[src/rtl/fetch_unit.sv]
// Instruction fetch unit: a three-state FETCH/EXEC/HALT sequencer that owns the PC,
// the captured instruction word and the retired-instruction counter.
module fetch_unit #(
    parameter logic [31:0] RESET_PC  = 32'h0000_0000,
    parameter logic [31:0] NOP_INSTR = 32'h0000_0013
) (
    input  logic        clk,
    input  logic        rst,
    input  logic        pc_src,
    input  logic [31:0] imm_ext,
    input  logic        stall,
    input  logic        imem_ack,
    input  logic [31:0] imem_rdata,
    output logic        imem_req,
    output logic [31:0] imem_addr,
    output logic [31:0] pc,
    output logic [31:0] instr,
    output logic [6:0]  op,
    output logic        instr_valid,
    output logic        misalign,
    output logic [31:0] instret
);

    typedef enum logic [1:0] {
        FETCH = 2'b00,
        EXEC  = 2'b01,
        HALT  = 2'b10
    } state_t;

    state_t      state;
    logic [31:0] next_pc;

    always_comb begin
        next_pc = pc_src ? pc + imm_ext : pc + 32'd4;
    end

    // NOTE: every state register is assigned with <= so that all updates in this
    // block see the pre-edge values, regardless of statement order.
    always_ff @(posedge clk) begin
        if (rst) begin
            state   <= FETCH;
            pc      <= RESET_PC;
            instr   <= NOP_INSTR;
            instret <= 32'd0;
        end else begin
            case (state)
                FETCH: begin
                    if (imem_ack) begin
                        instr <= imem_rdata;
                        state <= EXEC;
                    end
                end
                EXEC: begin
                    if (!stall) begin
                        // A misaligned target is still committed so the faulting address is visible.
                        pc      <= next_pc;
                        instr   <= NOP_INSTR;
                        instret <= instret + 32'd1;
                        state   <= (next_pc[1:0] == 2'b00) ? FETCH : HALT;
                    end
                end
                HALT: begin
                end
                default: state <= HALT;
            endcase
        end
    end

    assign imem_req    = (state == FETCH);
    assign imem_addr   = pc;
    assign op          = instr[6:0];
    assign instr_valid = (state == EXEC);
    assign misalign    = (state == HALT);

endmodule

[config.mk]
export PLATFORM = sky130hd
export DESIGN_NAME = fetch_unit
export DESIGN_NICKNAME = d
export VERILOG_FILES = /design/src/rtl/fetch_unit.sv
export SDC_FILE = /design/constraint.sdc
export NUM_CORES = 1
export LEC_CHECK = 0
export BUFFER_PORTS_ARGS = -buffer_cell sky130_fd_sc_hd__buf_2
export CAP_MARGIN = 10
export CORE_MARGIN = 1
export CORE_UTILIZATION = 28
export CTS_CLUSTER_DIAMETER = 50
export DETAILED_ROUTE_END_ITERATION = 7
export GPL_TIMING_DRIVEN = 0
export PLACE_DENSITY_LB_ADDON = 0.08
export SYNTH_ARGS = -nofsm -noshare
export SYNTH_HDL_FRONTEND = slang
export SYNTH_SLANG_ARGS = --single-unit
[constraint.sdc]
create_clock -name clk -period 3.2 [get_ports clk]
set_input_delay 0.16 -clock clk [delete_from_list [all_inputs] [get_ports clk]]
set_output_delay 0.16 -clock clk [all_outputs]
set_load 0.01 [all_outputs]
==> results.txt <==
----------------------------------------------------
[Run status]
  Status ... completed

[Synthesis]
  Biggest area consumer among synthesized cells ... sky130_fd_sc_hd__dfxtp_1
  Count of warnings emitted by yosys ... 0
  Mean area per synthesized cell ... 7.85 um2
  Register bit count reported by yosys ... just under 100
  Number of enable-type register cells in the synthesized netlist ... 0
  Most used flip-flop cell after synthesis ... sky130_fd_sc_hd__dfxtp_1
  Share of the synthesized area in the top cell type ... a little under a third
  Yosys cell types ... 62
  Post-synthesis cell count ... 781
  Sequential area share after synthesis ... 32.0%
  Post-synthesis instance area ... between 6000 and 7000 um2
  Async set or reset register ratio after synthesis ... 0%
  Most instantiated cells after synthesis ... 124 x sky130_fd_sc_hd__nor2_1, 98 x sky130_fd_sc_hd__dfxtp_1, 88 x sky130_fd_sc_hd__a21oi_1
  Dominant cells by area after synthesis ... sky130_fd_sc_hd__dfxtp_1 32%, sky130_fd_sc_hd__nor2_1 7.6%, sky130_fd_sc_hd__a21oi_1 7.2%
  Most used standard cell by instance count after synthesis ... sky130_fd_sc_hd__nor2_1
  Syn_nets ... 884

[Setup path]
  Bufs and invs on worst path ... 0
  Worst path top cell family by delay ... compound AO/OA/AOI/OAI gates
  Critical-path cell with the highest stage delay ... sky130_fd_sc_hd__fa_2
  Data arrival time of the critical path ... around 3.3 ns
  Cell-by-cell listing of the critical path ... ha_1 > fa_2 > a21oi_2 > o21ai_2 > o211ai_2 > a21boi_2 > a41oi_2 > o21ai_2 > a311o_1 > xor2_1 > a221oi_2 > nor2_1
  Largest driver fanout on the critical path ... 5
  CP most frequent cell ... sky130_fd_sc_hd__o21ai_2
  Kind of launch point of the worst setup path ... flip-flop
  Start-to-end type of the worst setup path ... reg -> reg
  CP required ... 3.43 ns
  Largest stage delay, worst path ... 0.37 ns
  Setup slack on the worst flop-to-flop path ... between 0.1 and 0.15 ns
  Nature of the critical path endpoint ... flip-flop

[Final layout]
  Number of antenna cells inserted ... 0
  Share of layout cells above drive strength 1 ... 29.5%
  Count of non-filler cells in the finished layout ... 1283
  Relative area change from synthesis to final layout ... 28.2%
  Area taken by multi-input logic gates ... ~3700 um2
  Register cell area after layout ... 1970 um2
  FILL cells ... 2323
  Number of nets in the layout ... roughly 1100

[Clocking]
  CTS HTree Levels ... 3
  Clock latency of the later-clocked register in the worst-skew pair ... 0.36 ns
  Clock transition at path regs ... around 0.080 ns
  CTS Buf Count ... 9
  Root buffer cell ... sky130_fd_sc_hd__clkbuf_16
  Longest Clk Path Bufs ... 2
  CTS tree ... done
  Sink Count ... 98

[Detailed routing]
  Detail-routed via count per cell ... 4.87
  Number of DRC violations after detailed routing ... 0
  Total via count in the routed design ... 6254
  First-pass detailed-route iteration total ... 5
  Number of routed nets with antenna violations ... 0
  Total wire length after detailed routing ... 20200 um
  WL/cell ... 15.8 um
  Iter 0 DRT Violations ... 344

[Job]
  Max-cap violations ... 0

[Die]
  Floorplan die height ... 150 um
  Die W ... between 150 and 200 um
  Top-level I/O count ... between 200 and 250
  Floorplan Core Area ... 21200 um2
  Total number of placement rows ... between 50 and 60
  Floorplan die area ... 22500 um2
  Starting density of the core ... 28.9%

[Placement]
  DP Cell Count ... around 1300
  Port Buffers ... 206
  Final weighted congestion in routability-driven placement ... just under 0.8
  Placed wire-length estimate after detailed placement ... between 15000 and 20000 um

[Global route]
  Largest net degree at the start of global routing ... 21
  Initial antenna violation count ... 0
  Grt total ovfl ... 0
  Vias in the first global route ... 5728
  Global-route total usage across every layer ... between 10% and 20%
  Wire length of the first global-routing pass ... 31400 um

[Timing]
  Min Clock Period, post-route ... 3.06 ns
  Transition time at the pin with the least slew margin ... roughly 0.74 ns
  Remaining max-slew budget at the tightest pin ... 50.4%
  Final period utilization ... 95.7%
  Max-slew violation total from the final report ... 0
  Peak clock frequency supported by timing ... 326 MHz
  Worst hold-check slack ... around 0.041 ns
  Clk_skew ... between 0.008 and 0.009 ns
  Count of final hold-check violations ... 0
  Number of setup violations in the final report ... 0

[Power and ir drop]
  Pleak ... ~3.6 nW
  Power density cells ... ~380 nW/um2
  Worst supply voltage drop on vdd ... 0.227 mV
  Power after layout ... 0.00301 W

[Min path]
  Class of the tightest hold or removal check ... in -> reg

----------------------------------------------------
## power by group
group	total [W]	switching, W	internal (W)
clock network	0.00113	0.000577	0.000558
registers	0.00131	0.0000458	0.00126
logic	0.000569	0.000329	0.000240
total	0.00301	0.000951	0.00206
## metrics by stage
stage / setup TNS [ns] / worst slack [ns] / util, % / instance area (um2)
6_report: 0 / 0.137 / 37.0 / 7860
3_5_place_dp: -0.121 / -0.121 / 35.4 / 7510
3_3_place_gp: -0.139 / -0.120 / 35.4 / 7510
2_1_floorplan: 0 / 0.395 / - / 6130
5_1_grt: -0.00197 / -0.00197 / 37.0 / 7860
4_1_cts: -0.00922 / -0.00922 / 36.9 / 7820
## cells by family (layout without fill, tap and decap cells)
| kind of cell | count (synthesis) | after routing | share of synthesized area, % |
|---|---|---|---|
| buf+inv | 81 | 308 | 7.36 |
| flops | 98 | 98 | 32.0 |
| fa+ha+maj | 34 | 34 | 7.06 |
| mux | 5 | 5 | 0.857 |
| compound gates | 225 | 225 | 23.3 |
| simple gates | 286 | 286 | 22.1 |
| xor+xnor | 52 | 52 | 7.43 |
## tightest hold or removal path, delay by kind of cell
family	cells	cell delay [ns]
buffers and inverters	1	0.08
AOI/OAI and AO/OA	1	0.06
and+or+nand+nor	1	0.07
## cell type report
class	instances	area share [%]
Clock buffer	9	2.87
Multi-Input combinational cell	602	47.5
Sequential cell	98	25.0
Inverter	9	0.430
Timing Repair Buffer	211	13.6
Buffer	72	5.32
Tap cell	275	4.38
Clock inverter	7	0.955
## state kept, by name, indices dropped and copies added, names as in the netlist
name and count:
imem_addr 32, instr 32, instret 32, state 2
## worst paths after layout
check	from	to	cells after the start
setup reg to reg	imem_addr[0]	imem_addr[26]	12
setup / recovery	imem_addr[0]	imem_addr[26]	12
hold reg to reg	instr[29]	instr[29]	2
hold / removal	imem_rdata[18]	instr[18]	3
## routing by layer
| metal | global-route usage (%) | up-vias | wire, um |
|---|---|---|---|
| li1 | - | 3217 | - |
| met1 | 24.9 | 2876 | 9950 |
| met2 | 28.9 | 150 | 9320 |
| met3 | 2.90 | 11 | 803 |
| met4 | 4.09 | 0 | 154 |
| met5 | 0 | - | 0 |
## placed cells by master (no fill, tap or decap), types with 6 or more instances in the layout
master,synthesis,routed
sky130_fd_sc_hd__buf_2,1,207
sky130_fd_sc_hd__nor2_1,124,124
sky130_fd_sc_hd__dfxtp_1,98,95
sky130_fd_sc_hd__a21oi_1,88,87
sky130_fd_sc_hd__nand2_1,51,51
sky130_fd_sc_hd__buf_4,39,44
sky130_fd_sc_hd__ha_1,33,33
sky130_fd_sc_hd__o21ai_0,32,32
sky130_fd_sc_hd__xor2_1,32,32
sky130_fd_sc_hd__a22oi_1,30,30
sky130_fd_sc_hd__clkbuf_1,29,29
sky130_fd_sc_hd__nand3_1,27,27
sky130_fd_sc_hd__xnor2_1,20,20
sky130_fd_sc_hd__nor3_1,17,17
sky130_fd_sc_hd__a31oi_1,16,16
sky130_fd_sc_hd__and3_1,11,11
sky130_fd_sc_hd__a21o_1,11,11
sky130_fd_sc_hd__nor2b_1,9,9
sky130_fd_sc_hd__inv_1,9,9
sky130_fd_sc_hd__a211oi_1,9,9
sky130_fd_sc_hd__clkbuf_16,0,9
sky130_fd_sc_hd__nand2b_1,8,8
sky130_fd_sc_hd__and2_1,7,7
sky130_fd_sc_hd__and4_1,6,6
sky130_fd_sc_hd__nand4_1,6,6
## timing repair
action / CTS / global route
resized for setup: 1 / 5
endpoints found under the hold margin: 0 / 0
pin swaps: 2 / 5
setup endpoints to repair: 2 / 4
hold buffers: 0 / 0
buffers inserted: 1 / 4
(Power assumes the default switching activity.)
